File: src/rtl/core_pkg.sv
// Shared constants, instruction field layout, FSM encoding and writeback payload for the core.
package core_pkg;

    localparam int unsigned DATA_W  = 8;
    localparam int unsigned ADDR_W  = 2;
    localparam int unsigned NREGS   = 2 ** ADDR_W;
    localparam int unsigned INSTR_W = 8;
    localparam int unsigned OPC_W   = 4;

    localparam logic [OPC_W-1:0] OPC_NOP  = 4'hF;
    localparam logic [OPC_W-1:0] OPC_HALT = 4'hE;

    localparam int unsigned OPC_HI = 7;
    localparam int unsigned OPC_LO = 4;
    localparam int unsigned RD_HI  = 3;
    localparam int unsigned RD_LO  = 2;
    localparam int unsigned RS1_HI = 1;
    localparam int unsigned RS1_LO = 0;

    typedef enum logic [1:0] {
        ST_IDLE = 2'd0,
        ST_RUN  = 2'd1,
        ST_HALT = 2'd2
    } state_e;

    typedef struct packed {
        logic              valid;
        logic [ADDR_W-1:0] addr;
        logic [DATA_W-1:0] data;
    } wb_t;

    function automatic logic [OPC_W-1:0] opc_of(input logic [INSTR_W-1:0] instr);
        return instr[OPC_HI:OPC_LO];
    endfunction

    function automatic logic [ADDR_W-1:0] rd_of(input logic [INSTR_W-1:0] instr);
        return instr[RD_HI:RD_LO];
    endfunction

    function automatic logic [ADDR_W-1:0] rs1_of(input logic [INSTR_W-1:0] instr);
        return instr[RS1_HI:RS1_LO];
    endfunction

    // Only real ALU ops produce a result worth committing.
    function automatic logic writes_back(input logic [OPC_W-1:0] opc);
        return (opc != OPC_NOP) && (opc != OPC_HALT);
    endfunction

endpackage

File: src/rtl/reg_file.sv
// Register array: one synchronous write port, three asynchronous read ports, sync reset to zero.
module reg_file
    import core_pkg::*;
#(
    parameter int unsigned DW = DATA_W,
    parameter int unsigned AW = ADDR_W
) (
    input  logic          clk,
    input  logic          rst,
    input  logic          we,
    input  logic [AW-1:0] waddr,
    input  logic [DW-1:0] wdata,
    input  logic [AW-1:0] rs1_addr,
    input  logic [AW-1:0] rd_addr,
    input  logic [AW-1:0] dbg_addr,
    output logic [DW-1:0] rs1_data,
    output logic [DW-1:0] rd_data,
    output logic [DW-1:0] dbg_data
);

    localparam int unsigned N = 2 ** AW;

    logic [DW-1:0] mem [N];

    always_ff @(posedge clk) begin
        if (rst) begin
            for (int i = 0; i < N; i++) begin
                mem[i] <= '0;
            end
        end else if (we) begin
            mem[waddr] <= wdata;
        end
    end

    assign rs1_data = mem[rs1_addr];
    assign rd_data  = mem[rd_addr];
    assign dbg_data = mem[dbg_addr];

endmodule

File: src/rtl/regfile_stage.sv
// Register-read / writeback stage with run control (pc_en, HALT) and RAW hazard handling.
// Build option: define REGFILE_BYPASS_EN to forward the pending writeback instead of stalling.
module regfile_stage
    import core_pkg::*;
(
    input  logic               clk,
    input  logic               rst,
    input  logic               start,
    input  logic [INSTR_W-1:0] instruction,
    input  logic [DATA_W-1:0]  alu_out,
    output logic [DATA_W-1:0]  rs1_data,
    output logic [DATA_W-1:0]  rd_data,
    output logic               pc_en,
    output logic               halted,
    input  logic [ADDR_W-1:0]  dbg_addr,
    output logic [DATA_W-1:0]  dbg_data
);

    state_e             state_q;
    state_e             state_d;
    wb_t                wb_q;
    wb_t                wb_d;
    logic               halted_q;
    logic               halt_issue;
    logic               issue;
    logic               stall;
    logic [OPC_W-1:0]   opc;
    logic [ADDR_W-1:0]  rd;
    logic [ADDR_W-1:0]  rs1;
    logic [DATA_W-1:0]  rf_rs1;
    logic [DATA_W-1:0]  rf_rd;

    assign opc = opc_of(instruction);
    assign rd  = rd_of(instruction);
    assign rs1 = rs1_of(instruction);

    reg_file #(
        .DW (DATA_W),
        .AW (ADDR_W)
    ) u_reg_file (
        .clk      (clk),
        .rst      (rst),
        .we       (wb_q.valid),
        .waddr    (wb_q.addr),
        .wdata    (wb_q.data),
        .rs1_addr (rs1),
        .rd_addr  (rd),
        .dbg_addr (dbg_addr),
        .rs1_data (rf_rs1),
        .rd_data  (rf_rd),
        .dbg_data (dbg_data)
    );

`ifdef REGFILE_BYPASS_EN
    // Forward the not-yet-committed result so dependent instructions never wait.
    assign stall    = 1'b0;
    assign rs1_data = (wb_q.valid && (rs1 == wb_q.addr)) ? wb_q.data : rf_rs1;
    assign rd_data  = (wb_q.valid && (rd  == wb_q.addr)) ? wb_q.data : rf_rd;
`else
    // Hold one cycle so the pending commit lands before the operands are used.
    assign stall    = (state_q == ST_RUN) && wb_q.valid &&
                      ((rs1 == wb_q.addr) || (rd == wb_q.addr));
    assign rs1_data = rf_rs1;
    assign rd_data  = rf_rd;
`endif

    // State register, writeback register and halted flag.
    always_ff @(posedge clk) begin
        if (rst) begin
            state_q  <= ST_IDLE;
            wb_q     <= '0;
            halted_q <= 1'b0;
        end else begin
            state_q  <= state_d;
            wb_q     <= wb_d;
            halted_q <= halted_q | halt_issue;
        end
    end

    // Next-state and run-control decode.
    always_comb begin
        state_d    = state_q;
        issue      = 1'b0;
        pc_en      = 1'b0;
        halt_issue = 1'b0;
        case (state_q)
            ST_IDLE: begin
                if (start) begin
                    state_d = ST_RUN;
                end
            end
            ST_RUN: begin
                issue = !stall;
                if (issue) begin
                    if (opc == OPC_HALT) begin
                        halt_issue = 1'b1;
                        state_d    = ST_HALT;
                    end else begin
                        pc_en = 1'b1;
                    end
                end
            end
            ST_HALT: begin
                state_d = ST_HALT;
            end
            default: begin
                state_d = ST_IDLE;
            end
        endcase
    end

    // Capture the ALU result of an issuing instruction; otherwise the slot empties.
    always_comb begin
        wb_d = '0;
        if (issue && writes_back(opc)) begin
            wb_d.valid = 1'b1;
            wb_d.addr  = rd;
            wb_d.data  = alu_out;
        end
    end

    assign halted = halted_q;

endmodule

File: config.mk
export PLATFORM = sky130hd
export DESIGN_NAME = regfile_stage
export DESIGN_NICKNAME = d
export VERILOG_FILES = /design/src/rtl/core_pkg.sv /design/src/rtl/reg_file.sv /design/src/rtl/regfile_stage.sv
export SDC_FILE = /design/constraint.sdc
export NUM_CORES = 1
export LEC_CHECK = 0
export CAP_MARGIN = 5
export CORE_AREA = 2 2 81 83
export CTS_CLUSTER_SIZE = 16
export DETAILED_ROUTE_END_ITERATION = 6
export DIE_AREA = 0 0 83 85
export PLACE_DENSITY_LB_ADDON = 0.12
export SYNTH_ARGS = -nofsm -noshare
export SYNTH_HDL_FRONTEND = slang
export SYNTH_SLANG_ARGS = --single-unit
File: constraint.sdc
create_clock -name clk -period 1.8 [get_ports clk]
set_input_delay 0.27 -clock clk [delete_from_list [all_inputs] [get_ports clk]]
set_output_delay 0.27 -clock clk [all_outputs]
set_load 0.02 [all_outputs]
## After elaboration in Yosys (flattened, before gate mapping)

Memory sizes are Yosys's and may differ from the RTL's.
Index checks and enable logic that the tools add are counted.

- Eq/ne operators: 10
- Multiplexer cells: 20
- Bitwise logic cells: 2
- Reductions and logical operators: 10

Operators with widths:

| kind | number |
|---|---|
| 1-bit 2-to-1 mux | 13 |
| 11-bit 2-to-1 mux | 1 |
| 2-bit 2-to-1 mux | 4 |
| 8-bit 2-to-1 mux | 1 |
| 4-bit inequality test (second input constant) | 2 |
| 8-bit OR reduction | 1 |
| 2-bit case mux with 3 select lines | 1 |
| 2-bit equality test | 2 |
| 4-bit equality test (second input constant) | 1 |
| 1-bit logical AND | 4 |
| 2-bit inequality test (second input constant) | 2 |
| 3-bit AND reduction | 1 |
| 2-bit by 1-bit equality test with 1-bit output (second input constant) | 1 |
| 2-bit equality test (second input constant) | 1 |
| 2-bit logical NOT | 1 |
| 2-bit by 1-bit inequality test with 1-bit output (second input constant) | 1 |
| 2-bit OR reduction | 1 |
| 1-bit logical NOT | 1 |
| 1-bit logical OR | 1 |
| 1-bit inverter | 1 |
| 1-bit bitwise OR | 1 |

- Flip-flop bits (word level): 14
- Memory bits (writable): 32
- Input port bits: 21
- Output and inout port bits: 26
- Word-level logic and storage cells: 48
- Memories kept: 1

Memories:

| name | words | bits a word | read ports | clocked after memory_dff | write ports | line | text |
|---|---|---|---|---|---|---|---|
| u_reg_file.mem | 4 | 8 | 3 | 0 | 4 | reg_file.sv:23 | `logic [DW-1:0] mem [N];` |

## Depth between registers and ports, before layout

Gate-level depths: netlist (run 1).

- Depth in word-level cells: 8
- Mapped depth: 6
- Depth with buffers taken out: 6

## Cells and area by module

A second synthesis (run 1) with hierarchy kept.

- Cells, all modules: 156
- Area total of the unflattened synthesis: 2437.3 um^2

Modules (own cells, without submodules):

| module | instances | cells an instance | area each (um^2) | sequential area each (um^2) |
|---|---|---|---|---|
| reg_file | 1 | 104 | 1868.0 | 960.9 |
| regfile_stage | 1 | 52 | 569.3 | 280.3 |

## Least setup slack after synthesis (run 1)

Ideal clock, no wire load.

- Path kind: flip-flop to output port
- From: register wb_q[9] (netlist bit)
- To: output pc_en
- Data arrival time: 1202 ps
- Required time: 1530 ps
- Slack: 328 ps
- Cell stages (with the launch flop): 6
- Buffers on the path: 1
- Path through: dfxtp_1 buf_2 xor2_1 o22ai_2 a21o_1 nor2_1

- Word-level cells in the longest chain between the ends: 5

RTL lines:

| item | line | text |
|---|---|---|
| from (decl) | regfile_stage.sv:21 | `wb_t wb_q;` |
| from (signal assigned) | regfile_stage.sv:75 | `wb_q <= wb_d;` |
| 2-bit equality test | regfile_stage.sv:62 | `((rs1 == wb_q.addr) \|\| (rd == wb_q.addr));` |
| 1-bit logical OR * | regfile_stage.sv:62 |  |
| 1-bit logical AND * | regfile_stage.sv:61 | `assign stall = (state_q == ST_RUN) && wb_q.valid &&` |
| 1-bit 2-to-1 mux * | regfile_stage.sv:94 | `if (issue) begin` |
| 1-bit 2-to-1 mux * | regfile_stage.sv:86 | `case (state_q)` |
| to (decl) | regfile_stage.sv:13 | `output logic pc_en,` |

Mark *: on every way between the ends. The rest lies on a longest branch, timed or not.

## Worst setup path in the final report (run 1)

- From: input instruction[2]
- To: output rd_data[7]

- Word-level cells in the longest chain between the ends: 1

RTL lines:

| item | line | text |
|---|---|---|
| from (decl) | regfile_stage.sv:9 | `input logic [INSTR_W-1:0] instruction,` |
| memory 4 x 8 bit | -- |  |
| to (decl) | regfile_stage.sv:12 | `output logic [DATA_W-1:0] rd_data,` |

No other way between the ends.

==> results of run 1 <==
[worst reg2reg max path, stage by stage, from the launching register on]
cell and delay [ns]:
dfxtp_2 0.38, xor2_1 0.18, o22ai_2 0.12, buf_4 0.15, a211oi_2 0.26, buf_4 0.19, and2_1 0.13
[repair_timing]
item / CTS / global route
endpoints found under the setup margin: 25 / 14
resized for setup: 109 / 4
gates cloned: 2 / 0
pin swaps: 0 / 2
[routing by layer]
layer,part of all wire,vias up,track usage,wire [um]
met4,0.0087,0,0.0477,48
met3,0.048,4,0.0399,267
li1,-,723,-,-
met5,0,-,0,0
met1,0.40,758,0.181,2200
met2,0.54,47,0.319,3010
[cell families (layout without fill, tap and decap cells)]
logic type / after synthesis / after routing / share of synthesized area
simple gates: 58 / 58 / 0.150
fa+ha+maj: 2 / 2 / 0.0104
xor+xnor: 4 / 4 / 0.0145
compound gates: 8 / 8 / 0.0296
flops: 46 / 46 / 0.515
mux: 26 / 26 / 0.247
buf+inv: 14 / 78 / 0.0338
[through the flow]
| stage | hold slack (ns) | util |
|---|---|---|
| 6_report | 0.491 | 0.507 |
| 5_1_grt | 0.513 | 0.507 |
| 4_1_cts | 0.495 | 0.506 |
| 3_5_place_dp | 0.469 | 0.496 |
| 3_3_place_gp | 0.450 | 0.496 |
| 2_1_floorplan | 0.371 | - |
[registers in the layout, indices dropped and copies added, names as in the netlist]
register / cells
halted: 1
u_reg_file.mem: 32
state_q: 2
wb_q: 11
[final cells by class]
type / instances / area [um^2] / area share
multi-input cells: 98 / 1090 / 0.346
repair buffers: 65 / 588 / 0.187
inverters: 5 / 18.8 / 0.00597
clock buffers: 5 / 68.8 / 0.0219
well taps: 77 / 96.3 / 0.0306
clock inverters: 3 / 40.0 / 0.0127
flip-flops and latches: 46 / 1240 / 0.395
[cells in the final DEF, fill, tap and decap left out, types with 2 or more instances in the layout]
master / n
nand2b_1: 7
mux4_2: 16
dfxtp_1: 12
nor3_1: 2
clkinv_2: 2
inv_1: 5
clkbuf_8: 5
buf_4: 16
or2_2: 2
ha_1: 2
mux4_1: 8
clkdlybuf4s50_1: 16
a31o_2: 2
buf_2: 22
bufbuf_16: 2
dlymetal6s2s_1: 2
xor2_1: 3
dfxtp_2: 2
buf_12: 4
edfxtp_1: 32
and2_1: 42
dlygate4sd2_1: 2
mux2i_1: 2
[worst paths after layout]
kind	startpoint	end	slack [ns]	cells past startpoint
worst min-delay path	state_q[1]$_SDFFE_PP0P_	state_q[1]$_SDFFE_PP0P_	0.49	2
worst max-delay path	instruction[2]	rd_data[7]	0.02	4
worst min register to register	state_q[1]$_SDFFE_PP0P_	state_q[1]$_SDFFE_PP0P_	0.49	2
worst max register to register	wb_q[8]$_SDFF_PP0_	wb_q[7]$_SDFF_PP0_	0.34	6
[power groups by stage]
| stage | Combinational [W] | Sequential, W | Clock, W |
|---|---|---|---|
| 6_report | 0.000659 | 0.00129 | 0.000744 |
| 5_1_grt | 0.000716 | 0.00130 | 0.000812 |
| 4_1_cts | 0.000670 | 0.00128 | 0.000756 |
| 3_5_place_dp | 0.000702 | 0.00131 | 0 |
| 3_3_place_gp | 0.000685 | 0.00130 | 0 |
| 2_1_floorplan | 0.000412 | 0.00128 | 0 |
==> flow_summary.toml, run 1 <==
[yosys]
yosysWarnings = 0
ys_ff_latch = 46
yosysTopAreaCellShare = 0.399
synth_commonest_cells = "42 x and2_1, 32 x edfxtp_1, 15 x mux4_2"
seq_area_frac_synth = 0.515
synth_area_um2 = 2410
synth_most_common_cell = "and2_1"
ys_types = 29
synthTopCellsByArea = "edfxtp_1 40%, mux4_2 14%, dfxtp_1 12%, and2_1 11%, mux4_1 9.8%"
synth_fp_nets = 181
synthCells = 158
synth.avg_cell_area_um2 = 15.2
synth_edf_count = 32
synthArstFlopShare = 0
yosys.area.top_type = "edfxtp_1"
yosys_most_used_dff = "edfxtp_1"

[timing]
slew_headroom = 0.742
max_freq_ghz = 0.562
grt_setup_unrepaired = "false"
period_minus_slack_ns = 1.78
maxSlewViolCount = 0
worst_slack_ns = 0.0195
finClkSkew_ns = 0.0104
tightestPinTransition_ns = 0.388
min_period_over_period = 0.989
fin_setup_tns_ns = 0
final_hold_viol_count = 0
setup-violations-final = 0

[floorplan]
die_y_um = 85
die_w_um = 83
io_pins = 47
rows = 29
core_area_um2 = 6200
fp.dieArea_um2 = 7060
start_util = 0.388

[clocking]
cts_tree = "built"
h-tree-depth = 2
cts_root_buf = "clkbuf_8"
cts_buffers = 5
cts_setup_buffers = 0
clk_pin_slew_ns = 0.09
postCtsHoldBufs = 0
clkLatencyLatePin_ns = 0.30
cts.sinks = 46
clockBufferDepth = 2

[routing]
drc = 0
drt-total-wl_mm = 5.53
drt_iter0_drc = 131
routedWlPerCell_um = 18.5
postRouteAntennaNets = 0
viasPerCell = 5.12
drt_first_pass_iters = 4
vias = 1532

[worst_setup_path]
critPathLaunchType = "input pin"
max_stage_delay_ns = 0.51
slowest_stage = "mux4_2"
crit_chain = "clkdlybuf4s15_1 > bufbuf_16 > mux4_2 > buf_2"
setup.worst_path.end_class = "output pin"
crit_buf_inv = 3
critPathTopFamily = "buffers and inverters"
required_ns = 1.53
crit_fanout = 5
worstSetupPathType = "in -> out"
cp.arrival_ns = 1.51

[pwr]
power_switching_share = 0.270
clkPwrFrac = 0.276
p_leak_nw = 1.31
powerDensity_nw_per_um2 = 855
p_switching_w = 0.000727
power.total_w = 0.00269
p_comb_frac = 0.245
internal_power_w = 0.00196
vdd_ir_drop_max_mv = 0.403
seqPwrFrac = 0.478

[finish]
drive_above_1_share = 0.347
antenna-diode-count = 0
n_fill_cell = 537
nets = 244
fin_cells = 299
final_area_um2 = 3150
area_delta_synth_final_pct = 30.6

[grt]
grt_max_degree = 15
grt_use_total = 0.166
first_global_vias = 1720
overflow = 0
antenna_found_initial = 0
grt_pass1_wl_mm = 8.78

[place]
dp_slack_ns = -0.595
place_area_um2 = 3080
dp_cells = 289
place_hpwl_mm = 3.84
port_buffers = 46
gp_congestion = 0.763

[status]
status = "complete, no violations"

[min_path]
min_path_type = "reg -> reg"

[job]
maxCapViolCount = 0
(Power assumes the default switching activity.)
==> run 2, diff against run 1 <==
--- a/config.mk
+++ b/config.mk
@@ -5,11 +5,13 @@
 export SDC_FILE = /design/constraint.sdc
 export NUM_CORES = 1
 export LEC_CHECK = 0
+export ABC_AREA = 1
+export ABC_CLOCK_PERIOD_IN_PS = 1800
 export CAP_MARGIN = 5
-export CORE_AREA = 2 2 81 83
+export CORE_AREA = 2 2 82 84
 export CTS_CLUSTER_SIZE = 16
 export DETAILED_ROUTE_END_ITERATION = 6
-export DIE_AREA = 0 0 83 85
+export DIE_AREA = 0 0 84 86
 export PLACE_DENSITY_LB_ADDON = 0.12
 export SYNTH_ARGS = -nofsm -noshare
 export SYNTH_HDL_FRONTEND = slang
==> run 2 against run 1 <==
Sequential share of layout area fell by 1.5 points. Utilization rose by 1.2 points. Combinational power increased by 21%. Largest power group unchanged.
==> flow_summary.toml, run 2 <==
[timing]
slew_headroom = 0.741
maxSlewViolCount = 0
grt_setup_unrepaired = "false"
min_period_over_period = 0.961
tightestPinTransition_ns = 0.385
period_minus_slack_ns = 1.73
max_freq_ghz = 0.578
finClkSkew_ns = 0.00488
final_hold_viol_count = 0
setup-violations-final = 0

[routing]
drt-total-wl_mm = 6.14
drc = 0
postRouteAntennaNets = 0
viasPerCell = 4.92
routedWlPerCell_um = 13.6
vias = 2227
drt_iter0_drc = 98
drt_first_pass_iters = 5

[min_path]
min_path_type = "in -> reg"
hold_depth = 4
hold_end = "wb_q[9]$_SDFF_PP0_"
hold_start = "instruction[3]"

[clocking]
clk_pin_slew_ns = 0.08
clkLatencyLatePin_ns = 0.29
cts_buffers = 5
clockBufferDepth = 2
postCtsHoldBufs = 0
cts_tree = "built"
cts.sinks = 46
cts_setup_buffers = 0
cts_root_buf = "clkbuf_8"
h-tree-depth = 2

[yosys]
seq_area_frac_synth = 0.509
synth.avg_cell_area_um2 = 8.12
synthTopCellsByArea = "edfxtp_1 39%, nor2_1 13%, dfxtp_1 11%, o21ai_0 10%, o22ai_1 6.2%"
yosysWarnings = 0
synthArstFlopShare = 0
synth_commonest_cells = "83 x nor2_1, 49 x o21ai_0, 32 x edfxtp_1"
synth_edf_count = 32
synth_most_common_cell = "nor2_1"
ys_ff_latch = 46
synthCells = 300
synth_fp_nets = 323
synth_area_um2 = 2440
ys_types = 23
yosys_most_used_dff = "edfxtp_1"
yosysTopAreaCellShare = 0.394
yosys.area.top_type = "edfxtp_1"

[pwr]
power.total_w = 0.00268
powerDensity_nw_per_um2 = 820
vdd_ir_drop_max_mv = 0.545
p_leak_nw = 1.35

[worst_setup_path]
cp.arrival_ns = 1.46
reg2reg_depth = 4
setup.worst_path.end_class = "output pin"
worstSetupPathType = "in -> out"
crit-reg2reg-capture = "u_reg_file.mem[3][7]$_DFFE_PP_"
crit_fanout = 3
max_stage_delay_ns = 0.52
critPathLaunchType = "input pin"
required_ns = 1.53
reg2reg_from = "wb_q[8]$_SDFF_PP0_"
slowest_stage = "clkdlybuf4s50_1"
worst-r2r-setup-slack_ns = 0.35
critPathTopFamily = "buffers and inverters"
cp-startpoint = "dbg_addr[1]"
crit_buf_inv = 3
crit_chain = "clkdlybuf4s50_1 > buf_4 > o21ai_0 > o22ai_1 > clkdlybuf4s15_2"

[floorplan]
rows = 29
die_y_um = 86
core_area_um2 = 6280
die_w_um = 84
start_util = 0.388
fp.dieArea_um2 = 7220
io_pins = 47

[grt]
grt_use_total = 0.175
antenna_found_initial = 0
overflow = 0
first_global_vias = 1999
grt_max_degree = 17
grt_pass1_wl_mm = 9.92

[finish]
nets = 398
regArea_um2 = 1240
fin_cells = 453
reg_top3 = "u_reg_file.mem: 32 flops, wb_q: 11 flops, state_q: 2 flops"
drive_above_1_share = 0.231
layout_commonest_cell = "nor2_1"
largest_reg_flops = 32
multiInputGateArea_um2 = 1000
antenna-diode-count = 0
area_delta_synth_final_pct = 33.8
n_fill_cell = 623
final_cell_mix = "83 x nor2_1, 44 x o21ai_0, 32 x edfxtp_1, 29 x buf_4, 28 x inv_1"
regMostFlops = "u_reg_file.mem"

[place]
port_buffers = 46
dp_cells = 444
gp_congestion = 0.820
place_hpwl_mm = 4.92

[job]
maxCapViolCount = 0

[status]
status = "complete, no violations"
run 2: cell types whose count changed after synthesis, sizes merged, moves of 21 or more:
cell | before | now
nor2 | 1 | 92
o21ai | 0 | 49
and2 | 42 | 0
inv | 5 | 34
mux4 | 24 | 0
o22ai | 2 | 24
nand2 | 0 | 21
run 2: worst register-to-register path, delay by kind of cell (launching register included):
kind | cells | cell delay [ns]
AOI/OAI and AO/OA | 1 | 0.37
DFF | 1 | 0.42
buffers and inverters | 3 | 0.39
run 2: worst max-delay path by stage:
stage,to,cells after the start
2_1_floorplan,u_reg_file.mem[2][0]$_SDFFCE_PN0P_,4
3_3_place_gp,rd_data[2],5
3_5_place_dp,rd_data[2],5
4_1_cts,rd_data[7],5
5_1_grt,pc_en,9
6_report,dbg_data[0],5
run 2: metal layers:
layer / vias to the layer above / track usage / part of all wire
met5: - / 0 / 0
met4: 0 / 0.0528 / 0.015
met2: 84 / 0.289 / 0.46
li1: 1156 / - / -
met3: 8 / 0.0375 / 0.062
met1: 979 / 0.233 / 0.47
run 2: metrics by stage:
step / setup slack [ns] / setup TNS, ns / hold slack, ns / util / area (um^2)
6_report: 0.0707 / 0 / 0.423 / 0.519 / 3260
5_1_grt: 0.0158 / 0 / 0.439 / 0.519 / 3260
4_1_cts: 0.00265 / 0 / 0.467 / 0.520 / 3260
3_5_place_dp: -0.417 / -9.06 / 0.455 / 0.515 / 3230
3_3_place_gp: -0.405 / -9.02 / 0.453 / 0.515 / 3230
2_1_floorplan: 0.0754 / 0 / 0.339 / - / 2440
run 2: kinds of logic after synthesis:
logic type	share of synthesized area
simple gates	0.221
fa+ha+maj	0.0103
flops	0.509
compound gates	0.171
xor+xnor	0.00359
buf+inv	0.0847
run 2: what timing repair did:
action                                  in CTS  in global routing
resized for setup                           81                 33
hold endpoints to repair                     0                  0
gates cloned                                 0                  1
pin swaps                                    0                  2
endpoints found under the setup margin      25                 22
run 2: power by group:
part	switching, W	leakage [nW]	internal [W]
sequential	0.0000594	0.445	0.00122
combinational	0.000464	0.864	0.000336
clock	0.000332	0.0416	0.000266
total	0.000855	1.35	0.00182
run 2: layout make-up:
| class | instances | area share |
|---|---|---|
| Clock buffer | 5 | 0.0211 |
| Tap cell | 77 | 0.0295 |
| Clock inverter | 3 | 0.00499 |
| Multi-Input combinational cell | 206 | 0.307 |
| Sequential cell | 46 | 0.381 |
| Timing Repair Buffer | 80 | 0.215 |
| Inverter | 36 | 0.0414 |
==> run 3, diff against run 2 <==
--- a/config.mk
+++ b/config.mk
@@ -12,7 +12,6 @@
 export CTS_CLUSTER_SIZE = 16
 export DETAILED_ROUTE_END_ITERATION = 6
 export DIE_AREA = 0 0 84 86
-export PLACE_DENSITY_LB_ADDON = 0.12
 export SYNTH_ARGS = -nofsm -noshare
 export SYNTH_HDL_FRONTEND = slang
 export SYNTH_SLANG_ARGS = --single-unit
==> run 3 against run 2 <==
Count of clock-buffer cells in the layout unchanged. Die area unchanged. Global-route usage up 2.0 points. Final area grew 0.61%. Register-to-register slack got worse by 0.10 ns. Largest cell class unchanged. Worst hold slack better by 0.029 ns. First-iteration DRC count up 93%. Utilization up 0.32 points. Critical path type unchanged. Critical path depth is 1 higher.
==> flow_summary.toml, run 3 (synthesis results as in run 2) <==
[finish]
reg_top3 = "u_reg_file.mem: 32 flops, wb_q: 11 flops, state_q: 2 flops"
postLayoutCoreUtil = 0.523
layout_commonest_cell = "nor2_1"
largest_reg_flops = 32
antenna-diode-count = 0
area_delta_synth_final_pct = 34.6
final_cell_mix = "83 x nor2_1, 42 x o21ai_0, 35 x buf_4, 32 x edfxtp_1, 29 x inv_1"
regMostFlops = "u_reg_file.mem"
nets = 402
drive_above_1_share = 0.197

[routing]
drt_first_pass_iters = 4
postRouteAntennaNets = 0
drt_iter0_drc = 189
drt-total-wl_mm = 6.74
drc = 0
vias = 2326
dr_wl_met3_um = 226
routedWlPerCell_um = 14.7
viasPerCell = 5.09
wl_met1_mm = 3.02
top_layer = "met4"
wl_met2_mm = 3.37

[place]
gp_congestion = 0.844
port_buffers = 46
place_hpwl_mm = 5.02
dp_slack_ns = -0.473

[pwr]
powerDensity_nw_per_um2 = 857
p_comb_frac = 0.281
vdd_ir_drop_max_mv = 0.669
internal_power_w = 0.00194
power_switching_share = 0.309
p_leak_nw = 1.36
clkPwrFrac = 0.265
p_switching_w = 0.000868
seqPwrFrac = 0.453

[timing]
worst_slack_ns = 0.0965
holdWs_ns = 0.452
setup-violations-final = 0
maxSlewViolCount = 0
slew_headroom = 0.734
finClkSkew_ns = 0.00643
final_hold_viol_count = 0
max_freq_ghz = 0.587
tightestPinTransition_ns = 0.395
min_period_over_period = 0.946
fin_setup_tns_ns = 0
grt_setup_unrepaired = "false"
period_minus_slack_ns = 1.70

[clocking]
cts_buffers = 5
cts_tree = "built"
clockBufferDepth = 2
cts_setup_buffers = 0
clk_pin_slew_ns = 0.08
cts_resized = 52
clkLatencyLatePin_ns = 0.30
postCtsHoldBufs = 0
h-tree-depth = 2
cts_root_buf = "clkbuf_8"
cts.sinks = 46

[worst_setup_path]
worstSetupPathType = "in -> out"
required_ns = 1.53
setup.worst_path.end_class = "output pin"
cp.arrival_ns = 1.43
crit_fanout = 8
critPathLaunchType = "input pin"

[grt]
first_global_vias = 2243
grt_use_total = 0.195
grt_max_degree = 17
overflow = 0
antenna_found_initial = 0
grt_pass1_wl_mm = 10.9

[floorplan]
die_w_um = 84
rows = 29
die_y_um = 86
io_pins = 47
fp.dieArea_um2 = 7220
core_area_um2 = 6280
start_util = 0.388

[status]
status = "complete, no violations"

[min_path]
min_path_type = "reg -> reg"

[job]
maxCapViolCount = 0
## run 3: cell count changes in the layout (fill, tap and decap cells not counted), moves of 3 or more
cell / before / now
buf_12: 5 / 2
buf_4: 29 / 35
buf_6: 4 / 1
clkbuf_2: 7 / 0
dlygate4sd2_1: 2 / 19
dlymetal6s2s_1: 3 / 0
o21ai_1: 2 / 7
o21ai_2: 3 / 0
## run 3: final timing paths
kind                                    startpoint  slack [ns]  cells past startpoint                                  to
worst max register to register  wb_q[9]$_SDFF_PP0_        0.25                      6  u_reg_file.mem[2][2]$_SDFFCE_PN0P_
worst min-delay path             halted$_SDFF_PP0_        0.45                      2                   halted$_SDFF_PP0_
worst min register to register   halted$_SDFF_PP0_        0.45                      2                   halted$_SDFF_PP0_
worst max-delay path                instruction[0]         0.1                      6                         rs1_data[3]
## run 3: through the flow
step | total power (W) | cells | area (um^2)
after CTS | 0.00285 | 457 | 3330
after global routing | 0.00298 | 457 | 3280
final | 0.00281 | 457 | 3280
after detailed placement | 0.00214 | 449 | 3230
after floorplan | 0.00178 | 300 | 2440
after global placement | 0.00213 | 449 | 3230
## run 3: power by group through the flow
stage | clock network (W) | logic, W | registers [W]
floorplan | 0 | 0.000496 | 0.00128
global placement | 0 | 0.000834 | 0.00130
detailed placement | 0 | 0.000846 | 0.00130
CTS | 0.000766 | 0.000813 | 0.00127
global route | 0.000819 | 0.000875 | 0.00129
finish | 0.000746 | 0.000791 | 0.00127
## run 3: area by class of cell
cell class                 count  area [um^2]
fill                         617         3000
sequential                    46         1240
multi-input combinational    206          990
timing repair buffer          84          707
inverter                      36          135
tap                           77         96.3
clock buffer                   5         68.8
clock inverter                 3         40.0
## run 3: per-layer routing
layer | up-vias | track usage
li1 | 1162 | -
met3 | 11 | 0.0298
met4 | 0 | 0.0777
met1 | 1097 | 0.240
met2 | 56 | 0.344
met5 | - | 0
## run 3: worst max-delay path: stages
cell           delay, ns
dlygate4sd2_1       0.28
inv_1               0.14
buf_12              0.13
nor2_1              0.04
o22ai_1             0.20
dlygate4sd2_1       0.37
